## src/rtl/times_table_sequencer_if.sv

```systemverilog
// Handshake and data bundle between the times-table sequencer, its multiplier datapath and the consumer.
// master = sequencer side; slave = datapath/consumer/controller side.
interface times_table_sequencer_if;
  logic       start;
  logic [2:0] tt_a;
  logic [2:0] tt_b;
  logic       tt_enable;
  logic [5:0] tt_result;
  logic       out_valid;
  logic       out_ready;
  logic [2:0] out_a;
  logic [2:0] out_b;
  logic [5:0] out_product;
  logic       busy;
  logic       done;
  logic       err;
  logic [6:0] pair_count;

  modport master (
    input  start, tt_result, out_ready,
    output tt_a, tt_b, tt_enable, out_valid, out_a, out_b, out_product,
           busy, done, err, pair_count
  );

  modport slave (
    output start, tt_result, out_ready,
    input  tt_a, tt_b, tt_enable, out_valid, out_a, out_b, out_product,
           busy, done, err, pair_count
  );
endinterface

```

## src/rtl/times_table_sequencer.sv

```systemverilog
// Sweeps every (a,b) operand pair through an external multiplier, checks each product and presents it downstream.
// One op in flight, DP_LATENCY+2 cycles per entry at full rate; out_ready low parks the entry in OUT unchanged.
module times_table_sequencer #(
  parameter int DP_LATENCY  = 1,
  parameter int MAX_OPERAND = 7
) (
  input logic                     clk,
  input logic                     rst_n,
  times_table_sequencer_if.master tt
);
  localparam logic [2:0] MAX_OP   = 3'(MAX_OPERAND);
  localparam logic [1:0] LAT_LAST = 2'(DP_LATENCY - 1);

  typedef enum logic [2:0] {
    S_IDLE,
    S_ISSUE,
    S_WAIT,
    S_OUT,
    S_FINISH
  } state_t;

  state_t     state_q, state_d;
  logic [2:0] a_q, a_d;
  logic [2:0] b_q, b_d;
  logic [1:0] wait_cnt_q, wait_cnt_d;
  logic [2:0] out_a_q, out_a_d;
  logic [2:0] out_b_q, out_b_d;
  logic [5:0] out_product_q, out_product_d;
  logic       err_q, err_d;
  logic [6:0] pair_count_q, pair_count_d;
  logic [5:0] exp_product;

  // 3x3-bit operands never exceed 49, so the 6-bit product is exact.
  assign exp_product = {3'b000, a_q} * {3'b000, b_q};

  always_ff @(posedge clk or negedge rst_n) begin
    if (!rst_n) begin
      state_q       <= S_IDLE;
      a_q           <= '0;
      b_q           <= '0;
      wait_cnt_q    <= '0;
      out_a_q       <= '0;
      out_b_q       <= '0;
      out_product_q <= '0;
      err_q         <= 1'b0;
      pair_count_q  <= '0;
    end else begin
      state_q       <= state_d;
      a_q           <= a_d;
      b_q           <= b_d;
      wait_cnt_q    <= wait_cnt_d;
      out_a_q       <= out_a_d;
      out_b_q       <= out_b_d;
      out_product_q <= out_product_d;
      err_q         <= err_d;
      pair_count_q  <= pair_count_d;
    end
  end

  always_comb begin
    state_d       = state_q;
    a_d           = a_q;
    b_d           = b_q;
    wait_cnt_d    = wait_cnt_q;
    out_a_d       = out_a_q;
    out_b_d       = out_b_q;
    out_product_d = out_product_q;
    err_d         = err_q;
    pair_count_d  = pair_count_q;

    case (state_q)
      S_IDLE: begin
        if (tt.start) begin
          state_d      = S_ISSUE;
          a_d          = '0;
          b_d          = '0;
          pair_count_d = '0;
          err_d        = 1'b0;
        end
      end
      S_ISSUE: begin
        wait_cnt_d = '0;
        state_d    = S_WAIT;
      end
      S_WAIT: begin
        if (wait_cnt_q == LAT_LAST) begin
          out_product_d = tt.tt_result;
          out_a_d       = a_q;
          out_b_d       = b_q;
          // A bad product is flagged but the sweep still runs to completion.
          if (tt.tt_result != exp_product) begin
            err_d = 1'b1;
          end
          state_d = S_OUT;
        end else begin
          wait_cnt_d = wait_cnt_q + 2'd1;
        end
      end
      S_OUT: begin
        if (tt.out_ready) begin
          pair_count_d = pair_count_q + 7'd1;
          if ((a_q == MAX_OP) && (b_q == MAX_OP)) begin
            state_d = S_FINISH;
          end else begin
            state_d = S_ISSUE;
            if (b_q == MAX_OP) begin
              b_d = '0;
              a_d = a_q + 3'd1;
            end else begin
              b_d = b_q + 3'd1;
            end
          end
        end
      end
      S_FINISH: begin
        state_d = S_IDLE;
      end
      default: begin
        state_d = S_IDLE;
      end
    endcase
  end

  assign tt.tt_a        = a_q;
  assign tt.tt_b        = b_q;
  assign tt.tt_enable   = (state_q == S_ISSUE);
  assign tt.out_valid   = (state_q == S_OUT);
  assign tt.out_a       = out_a_q;
  assign tt.out_b       = out_b_q;
  assign tt.out_product = out_product_q;
  assign tt.busy        = (state_q != S_IDLE);
  assign tt.done        = (state_q == S_FINISH);
  assign tt.err         = err_q;
  assign tt.pair_count  = pair_count_q;

endmodule

```

## src/flat_wrapper.sv

```systemverilog
// flat-port wrapper written by rule: the top's interface ports become plain ports
module times_table_sequencer_flat 
#(
  parameter int DP_LATENCY  = 1,
  parameter int MAX_OPERAND = 7
)
  (clk, rst_n, tt_start, tt_tt_result, tt_out_ready, tt_tt_a, tt_tt_b, tt_tt_enable, tt_out_valid, tt_out_a, tt_out_b, tt_out_product, tt_busy, tt_done, tt_err, tt_pair_count);
  times_table_sequencer_if tt_i ();
  input logic clk;
  input logic rst_n;
  input wire logic [$bits(tt_i.start)-1:0] tt_start;
  input wire logic [$bits(tt_i.tt_result)-1:0] tt_tt_result;
  input wire logic [$bits(tt_i.out_ready)-1:0] tt_out_ready;
  output wire logic [$bits(tt_i.tt_a)-1:0] tt_tt_a;
  output wire logic [$bits(tt_i.tt_b)-1:0] tt_tt_b;
  output wire logic [$bits(tt_i.tt_enable)-1:0] tt_tt_enable;
  output wire logic [$bits(tt_i.out_valid)-1:0] tt_out_valid;
  output wire logic [$bits(tt_i.out_a)-1:0] tt_out_a;
  output wire logic [$bits(tt_i.out_b)-1:0] tt_out_b;
  output wire logic [$bits(tt_i.out_product)-1:0] tt_out_product;
  output wire logic [$bits(tt_i.busy)-1:0] tt_busy;
  output wire logic [$bits(tt_i.done)-1:0] tt_done;
  output wire logic [$bits(tt_i.err)-1:0] tt_err;
  output wire logic [$bits(tt_i.pair_count)-1:0] tt_pair_count;
  assign tt_i.start = tt_start;
  assign tt_i.tt_result = tt_tt_result;
  assign tt_i.out_ready = tt_out_ready;
  assign tt_tt_a = tt_i.tt_a;
  assign tt_tt_b = tt_i.tt_b;
  assign tt_tt_enable = tt_i.tt_enable;
  assign tt_out_valid = tt_i.out_valid;
  assign tt_out_a = tt_i.out_a;
  assign tt_out_b = tt_i.out_b;
  assign tt_out_product = tt_i.out_product;
  assign tt_busy = tt_i.busy;
  assign tt_done = tt_i.done;
  assign tt_err = tt_i.err;
  assign tt_pair_count = tt_i.pair_count;
  times_table_sequencer #(.DP_LATENCY(DP_LATENCY), .MAX_OPERAND(MAX_OPERAND)) u_core (.clk(clk), .rst_n(rst_n), .tt(tt_i));
endmodule
```

## config.mk

```make
export PLATFORM = sky130hd
export DESIGN_NAME = times_table_sequencer_flat
export DESIGN_NICKNAME = d
export VERILOG_FILES = /design/src/rtl/times_table_sequencer_if.sv /design/src/rtl/times_table_sequencer.sv /design/src/flat_wrapper.sv
export SDC_FILE = /design/constraint.sdc
export NUM_CORES = 1
export LEC_CHECK = 0
export ABC_AREA = 1
export ABC_CLOCK_PERIOD_IN_PS = 2900
export CORE_MARGIN = 2
export CORE_UTILIZATION = 51
export DETAILED_ROUTE_END_ITERATION = 10
export HOLD_SLACK_MARGIN = 0.1
export PLACE_DENSITY = 0.88
export SLEW_MARGIN = 20
export SYNTH_ARGS = -nofsm -noshare
export SYNTH_HDL_FRONTEND = slang
export SYNTH_SLANG_ARGS = --single-unit
```

## constraint.sdc

```tcl
create_clock -name clk -period 2.9 [get_ports clk]
set_input_delay 0.58 -clock clk [delete_from_list [all_inputs] [get_ports clk]]
set_output_delay 0.58 -clock clk [all_outputs]
set_load 0.03 [all_outputs]
```

==> results.md, run 1 <==
- Max-Cap Viols: 0
- Setup crit start: u_core.tt.tt_b[2]$_DFFE_PN0P_
- Routability Congestion: 0.843
- TritonCTS Buffers: 5
- Slew @ Worst Pin: 0.396 ns
- Dpl cell area: 0.00230 sq mm
- Post-route cell area: 0.00240 sq mm
- Initial antenna violation count: 0
- Area growth syn-to-layout: 27.1%
- Run status: finished clean
- CP startpoint kind: flop
- Core Area: 0.00361 sq mm
- Fraction of layout cells with a size suffix above 1: 12.4%
- Setup Skew: 0.00325 ns
- Clock tree root driver cell: clkbuf_8
- Iter 0 DRT Violations: 102
- Horiz. Die Dim: 64.9 microns
- R2R Setup Slk: 0.43 ns
- CTS Sinks: 31
- Post-route insts no fill: 322
- Synthesis-stage register bit count: 31
- Clk pwr share: 17.2%
- Sw Pwr: 0.994 mW
- Final setup viols: 0
- Max FO, Critical Path: 7
- CTS max path bufs: 2
- Tot GR Track Use: 22.3%
- Flop pwr share: 30.8%
- Dpl ws: 0.426 ns
- FF/Latch Area: 776 sq um
- Vias in the first global route: 1,594
- Critical path class: flop to flop
- HP Class: flop to flop
- Area occupied by multi-input gates: 905 sq um
- Placed insts: 314
- CTS resizes: 0
- Internal power: 1.18 mW
- DR vias: 1,594
- Kind of end point of the critical path: flop
- Largest area contributor in the netlist: dfrtp_1
- Met2 GRT Util: 36.5%
- Max rail drop VDD: 552 uV
- YS warnings: 0
- Final Hold Fails: 0
- Synth Cell Area: 0.00189 sq mm
- Pwr/cell area: 907 mW/mm^2
- Normalized max-slew margin: 73.6%
- Worst-skew pair later-pin latency: 0.29 ns
- Inserted Diodes: 0
- Post-CTS Repair Setup Buffers: 0
- Reg2reg start: u_core.tt.tt_b[2]$_DFFE_PN0P_
- Gr ovfl total: 0
- Post-synthesis sequential area ratio: 41.1%
- Met1 Resource Use GR: 27.0%
- CTS Hold Bufs: 0
- TritonCTS clock tree: done
- Cells after Synth: 229
- Final setup TNS: 0 ns
- HP Start: u_core.tt.out_product[1]$_DFFE_PN0P_
- Highest achievable clock rate: 0.404 GHz
- Vias per Instance: 4.95
- Io pins: 40
- Switching Share: 45.7%
- R2r endpoint: u_core.tt.err$_DFFE_PN0P_
- Cell leakage power: 1.23 nW
- Remaining DRCs: 0
- Final Cycle Share: 85.3%
- Reg2reg path depth: 13
- Critical path arrival: 2.65 ns
- Die ar.: 0.00421 sq mm
- Required time worst endpoint: 3.08 ns
- Port Buf Inserts: 39
- Netlist cell types: 27
- Final worst slack: 0.427 ns
- Worst hold stages: 2
- Fillers: 313
- Yosys top cell area share: 41.1%
- Synthesized area per cell: 8.25 sq um
- Power Total: 2.18 mW
- First-pass GRT wire length: 7150 microns
- Row count: 22
- Largest net degree at the start of global routing: 32
- DP Wirelength: 2950 microns
- CTS clk-pin slew, worst paths: 0.06 ns
- Worst Hold Path EP: u_core.tt.out_product[1]$_DFFE_PN0P_
- Comb pwr share: 52.1%
- Drt total wl: 3950 microns
- Unrepaired setup endpoints after global routing: false
- Top post-synthesis cells by area: dfrtp_1 41%, nand2_1 13%, inv_1 7.5%, ha_1 7.3%, o21ai_2 4.2%
- Final nets: 296
- DR WL/cell: 12.3 microns
- Tmin final: 2.47 ns
- Die Y: 64.9 microns
- Number of H-tree levels: 2
- Syn_nets: 252
- Initial Util: 52.4%
- GR peak layer: met2
- Slew Limit Fails: 0
- TritonRoute pass-1 iters: 4
- Post-DRT Antenna Nets: 0
- GRT met3 Usage: 6.25%
## flip-flops by register name, indices dropped and copies added, names as in the netlist
register	count
u_core.state_q	3
u_core.tt.err	1
u_core.tt.out_b	3
u_core.wait_cnt_q	2
u_core.tt.tt_b	3
u_core.tt.pair_count	7
u_core.tt.tt_a	3
u_core.tt.out_product	6
u_core.tt.out_a	3
## critical path, cell delays in order (launching register included)
cell and delay, ns:
dfrtp_1 0.44, nand2_1 0.10, inv_1 0.05, fa_1 0.54, ha_1 0.17, inv_1 0.05, fa_1 0.36, or2_2 0.29
nand3_1 0.07, nand2_1 0.05, nor2_1 0.09, nand2_1 0.05, nand2_1 0.05, nand2_1 0.04
## power groups by stage
stage / registers, mW / logic (mW) / clock network (mW)
after floorplan: 0.877 / 0.597 / 0
after global placement: 0.671 / 1.12 / 0
after detailed placement: 0.676 / 1.14 / 0
after CTS: 0.670 / 1.15 / 0.390
after global routing: 0.688 / 1.24 / 0.408
final: 0.670 / 1.13 / 0.374
## placed cells by master, fill, tap and decap left out
cell type / count
inv_2: 2
a41oi_1: 1
nand2_1: 67
a21oi_2: 1
dfrtp_1: 31
nor3_2: 1
nor2_4: 2
xor2_1: 1
inv_1: 38
o21ai_2: 9
or2_2: 1
clkbuf_8: 7
ha_1: 11
nor2_1: 8
a21oi_1: 1
nand2_2: 2
xnor2_1: 2
fa_1: 2
clkdlybuf4s50_1: 39
nand2_4: 6
nor3_1: 2
buf_4: 1
nand3_1: 15
o21ai_1: 3
clkbuf_1: 1
o21ai_0: 11
inv_4: 2
nand4_1: 7
## synthesized netlist by cell type, drive strengths merged
library cell / n
nand3: 15
nor3: 3
nand2: 75
a41oi: 1
or2: 1
nor2: 10
ha: 11
a21oi: 2
buf: 3
o21ai: 23
inv: 42
dfrtp: 31
xor2: 1
xnor2: 2
fa: 2
nand4: 7
## final cells by class
type / count / area share [%]
multi-input combinational: 153 / 37.7
sequential: 31 / 32.3
timing repair buffer: 40 / 16.6
inverter: 42 / 6.77
clock buffer: 8 / 4.17
tap: 48 / 2.50
## per-stage QoR
stage | utilization [%] | hold slack [ns]
after detailed placement | 63.8 | 0.460
after floorplan | - | 0.284
after CTS | 66.6 | 0.475
final | 66.6 | 0.473
after global routing | 66.6 | 0.500
after global placement | 63.8 | 0.452
## cells by family after synthesis
group | share of synthesized area [%]
AO/OA/AOI/OAI | 9.07
XOR/XNOR | 1.39
adder cells (fa/ha/maj) | 9.40
buffers and inverters | 11.1
flip-flops | 41.1
AND/OR/NAND/NOR | 28.0
## per-layer routing
metal | up-vias | share of wire [%] | routed length, microns
li1 | 807 | - | -
met1 | 733 | 44 | 1750
met2 | 46 | 48 | 1880
met3 | 8 | 5.8 | 228
met4 | 0 | 2.3 | 89
met5 | - | 0 | 0
## worst max-delay path by stage
| stage | depth (start not counted) | to | slack [ns] |
|---|---|---|---|
| floorplan | 13 | u_core.tt.err$_DFFE_PN0P_ | 0.40 |
| global placement | 13 | u_core.tt.err$_DFFE_PN0P_ | 0.49 |
| detailed placement | 13 | u_core.tt.err$_DFFE_PN0P_ | 0.43 |
| CTS | 13 | u_core.tt.err$_DFFE_PN0P_ | 0.43 |
| global route | 13 | u_core.tt.err$_DFFE_PN0P_ | 0.28 |
| finish | 13 | u_core.tt.err$_DFFE_PN0P_ | 0.43 |
Power figures use the tool's default switching activity.
==> inputs of run 2 (changes only) <==
CORE_ASPECT_RATIO = 0.8   (was unset)
CORE_UTILIZATION = 40   (was 51)
PLACE_DENSITY = 0.73   (was 0.88)
==> results.md, run 2 (synthesized netlist as in run 1, its figures left out) <==
- Run status: finished clean
- Max FO, Critical Path: 7
- First-pass GRT wire length: 6710 microns
- Inserted Diodes: 0
- Port Buf Inserts: 39
- Highest achievable clock rate: 0.401 GHz
- Die Y: 65.5 microns
- Core Area: 0.00457 sq mm
- DR vias: 1,570
- Final setup viols: 0
- Slew Limit Fails: 0
- Critical path arrival: 2.66 ns
- Final Cycle Share: 86.0%
- WL met1: 1970 microns
- Gr ovfl total: 0
- Fillers: 442
- Most common cell after layout, fill and taps aside: nand2_1
- TritonCTS clock tree: done
- Reg2reg path depth: 13
- CP startpoint kind: flop
- Met2 WL post-DR: 1720 microns
- Final setup TNS: 0 ns
- Most frequent cells in the layout: 67 x nand2_1, 39 x clkdlybuf4s50_1, 38 x inv_1
- Final Hold Fails: 0
- Row count: 22
- Worst-skew pair later-pin latency: 0.28 ns
- DR WL/cell: 11.7 microns
- Kind of end point of the critical path: flop
- Drt total wl: 3890 microns
- Normalized max-slew margin: 73.7%
- CTS Hold Bufs: 0
- Cell leakage power: 1.23 nW
- Clock tree root driver cell: clkbuf_8
- Slew @ Worst Pin: 0.395 ns
- Top sig layer: met4
- Critical path class: flop to flop
- Post-CTS Repair Setup Buffers: 0
- Largest net degree at the start of global routing: 32
- Remaining DRCs: 0
- Tmin final: 2.49 ns
- CTS clk-pin slew, worst paths: 0.06 ns
- TritonRoute pass-1 iters: 4
- Initial antenna violation count: 0
- Iter 0 DRT Violations: 81
- Horiz. Die Dim: 80.8 microns
- Vias in the first global route: 1,477
- DP Wirelength: 3000 microns
- Initial Util: 41.3%
- Number of H-tree levels: 2
- Unrepaired setup endpoints after global routing: false
- Io pins: 40
- Required time worst endpoint: 3.07 ns
- CTS Sinks: 31
- CTS max path bufs: 2
- CTS resizes: 0
- TritonCTS Buffers: 5
- HP Class: flop to flop
- Max-Cap Viols: 0
- Pwr/cell area: 892 mW/mm^2
- Power Total: 2.14 mW
- Setup Skew: 0.00582 ns
- Die ar.: 0.00529 sq mm
- Vias per Instance: 4.71
- Area growth syn-to-layout: 27.2%
- Final nets: 296
- Max rail drop VDD: 386 uV
- Tot GR Track Use: 16.8%
- Routability Congestion: 0.820
- Met3 Routed Length: 168 microns
- Post-DRT Antenna Nets: 0
- Fraction of layout cells with a size suffix above 1: 12.5%
- Max FFs per register: 7
- Worst hold stages: 2
[run 2: cell count changes in the layout (fill, tap and decap cells not counted)]
| cell | before | now |
|---|---|---|
| clkinv_2 | 0 | 1 |
| clkbuf_8 | 7 | 6 |
| clkbuf_1 | 1 | 0 |
[run 2: metal layers]
layer / vias to the layer above / global-route usage, %
li1: 813 / -
met5: - / 0
met2: 34 / 26.0
met3: 4 / 5.36
met1: 719 / 22.3
met4: 0 / 5.51
[run 2: through the flow]
stage	cell area [sq um]	setup WS, ns	utilization (%)	hold WS, ns	instances
floorplan	1890	0.396	-	0.284	229
global placement	2320	0.486	50.7	0.454	326
detailed placement	2320	0.404	50.7	0.459	326
CTS	2400	0.386	52.6	0.475	333
global route	2400	0.200	52.6	0.497	333
finish	2400	0.405	52.6	0.468	333
[run 2: cell type report]
type	count	area [sq um]	share of cell area, %
multi-input combinational	153	905	37.6
sequential	31	776	32.3
clock buffer	6	82.6	3.44
timing repair buffer	40	398	16.6
clock inverter	1	5.00	0.208
inverter	42	163	6.77
tap	60	75.1	3.12
[run 2: worst max-delay path, cell delays in order (launching register included)]
cell,delay (ns)
dfrtp_1,0.45
nand2_1,0.10
inv_1,0.05
fa_1,0.53
ha_1,0.17
inv_1,0.06
fa_1,0.37
or2_2,0.29
nand3_1,0.07
nand2_1,0.05
nor2_1,0.09
nand2_1,0.06
nand2_1,0.06
nand2_1,0.04
[run 2: worst paths after layout]
kind / startpoint / endpoint / slack [ns]
worst max-delay path: u_core.tt.tt_b[2]$_DFFE_PN0P_ / u_core.tt.err$_DFFE_PN0P_ / 0.41
worst min-delay path: u_core.tt.out_product[3]$_DFFE_PN0P_ / u_core.tt.out_product[3]$_DFFE_PN0P_ / 0.47
worst max register to register: u_core.tt.tt_b[2]$_DFFE_PN0P_ / u_core.tt.err$_DFFE_PN0P_ / 0.41
worst min register to register: u_core.tt.out_product[3]$_DFFE_PN0P_ / u_core.tt.out_product[3]$_DFFE_PN0P_ / 0.47
max in group asynchronous: rst_n / u_core.tt.out_a[1]$_DFFE_PN0P_ / 1.91
min in group asynchronous: rst_n / u_core.tt.out_product[3]$_DFFE_PN0P_ / 0.70
[run 2: where the power goes]
group          leakage [nW]  internal (mW)  switching (mW)
sequential            0.411          0.558           0.119
clock                0.0470          0.186           0.149
combinational         0.767          0.408           0.725
total                  1.23           1.15           0.993
==> inputs of run 3 (changes only) <==
TNS_END_PERCENT = 20   (was unset)
==> results of run 3 <==
The final DEF is identical to that of run 2; final timing and power are the same.
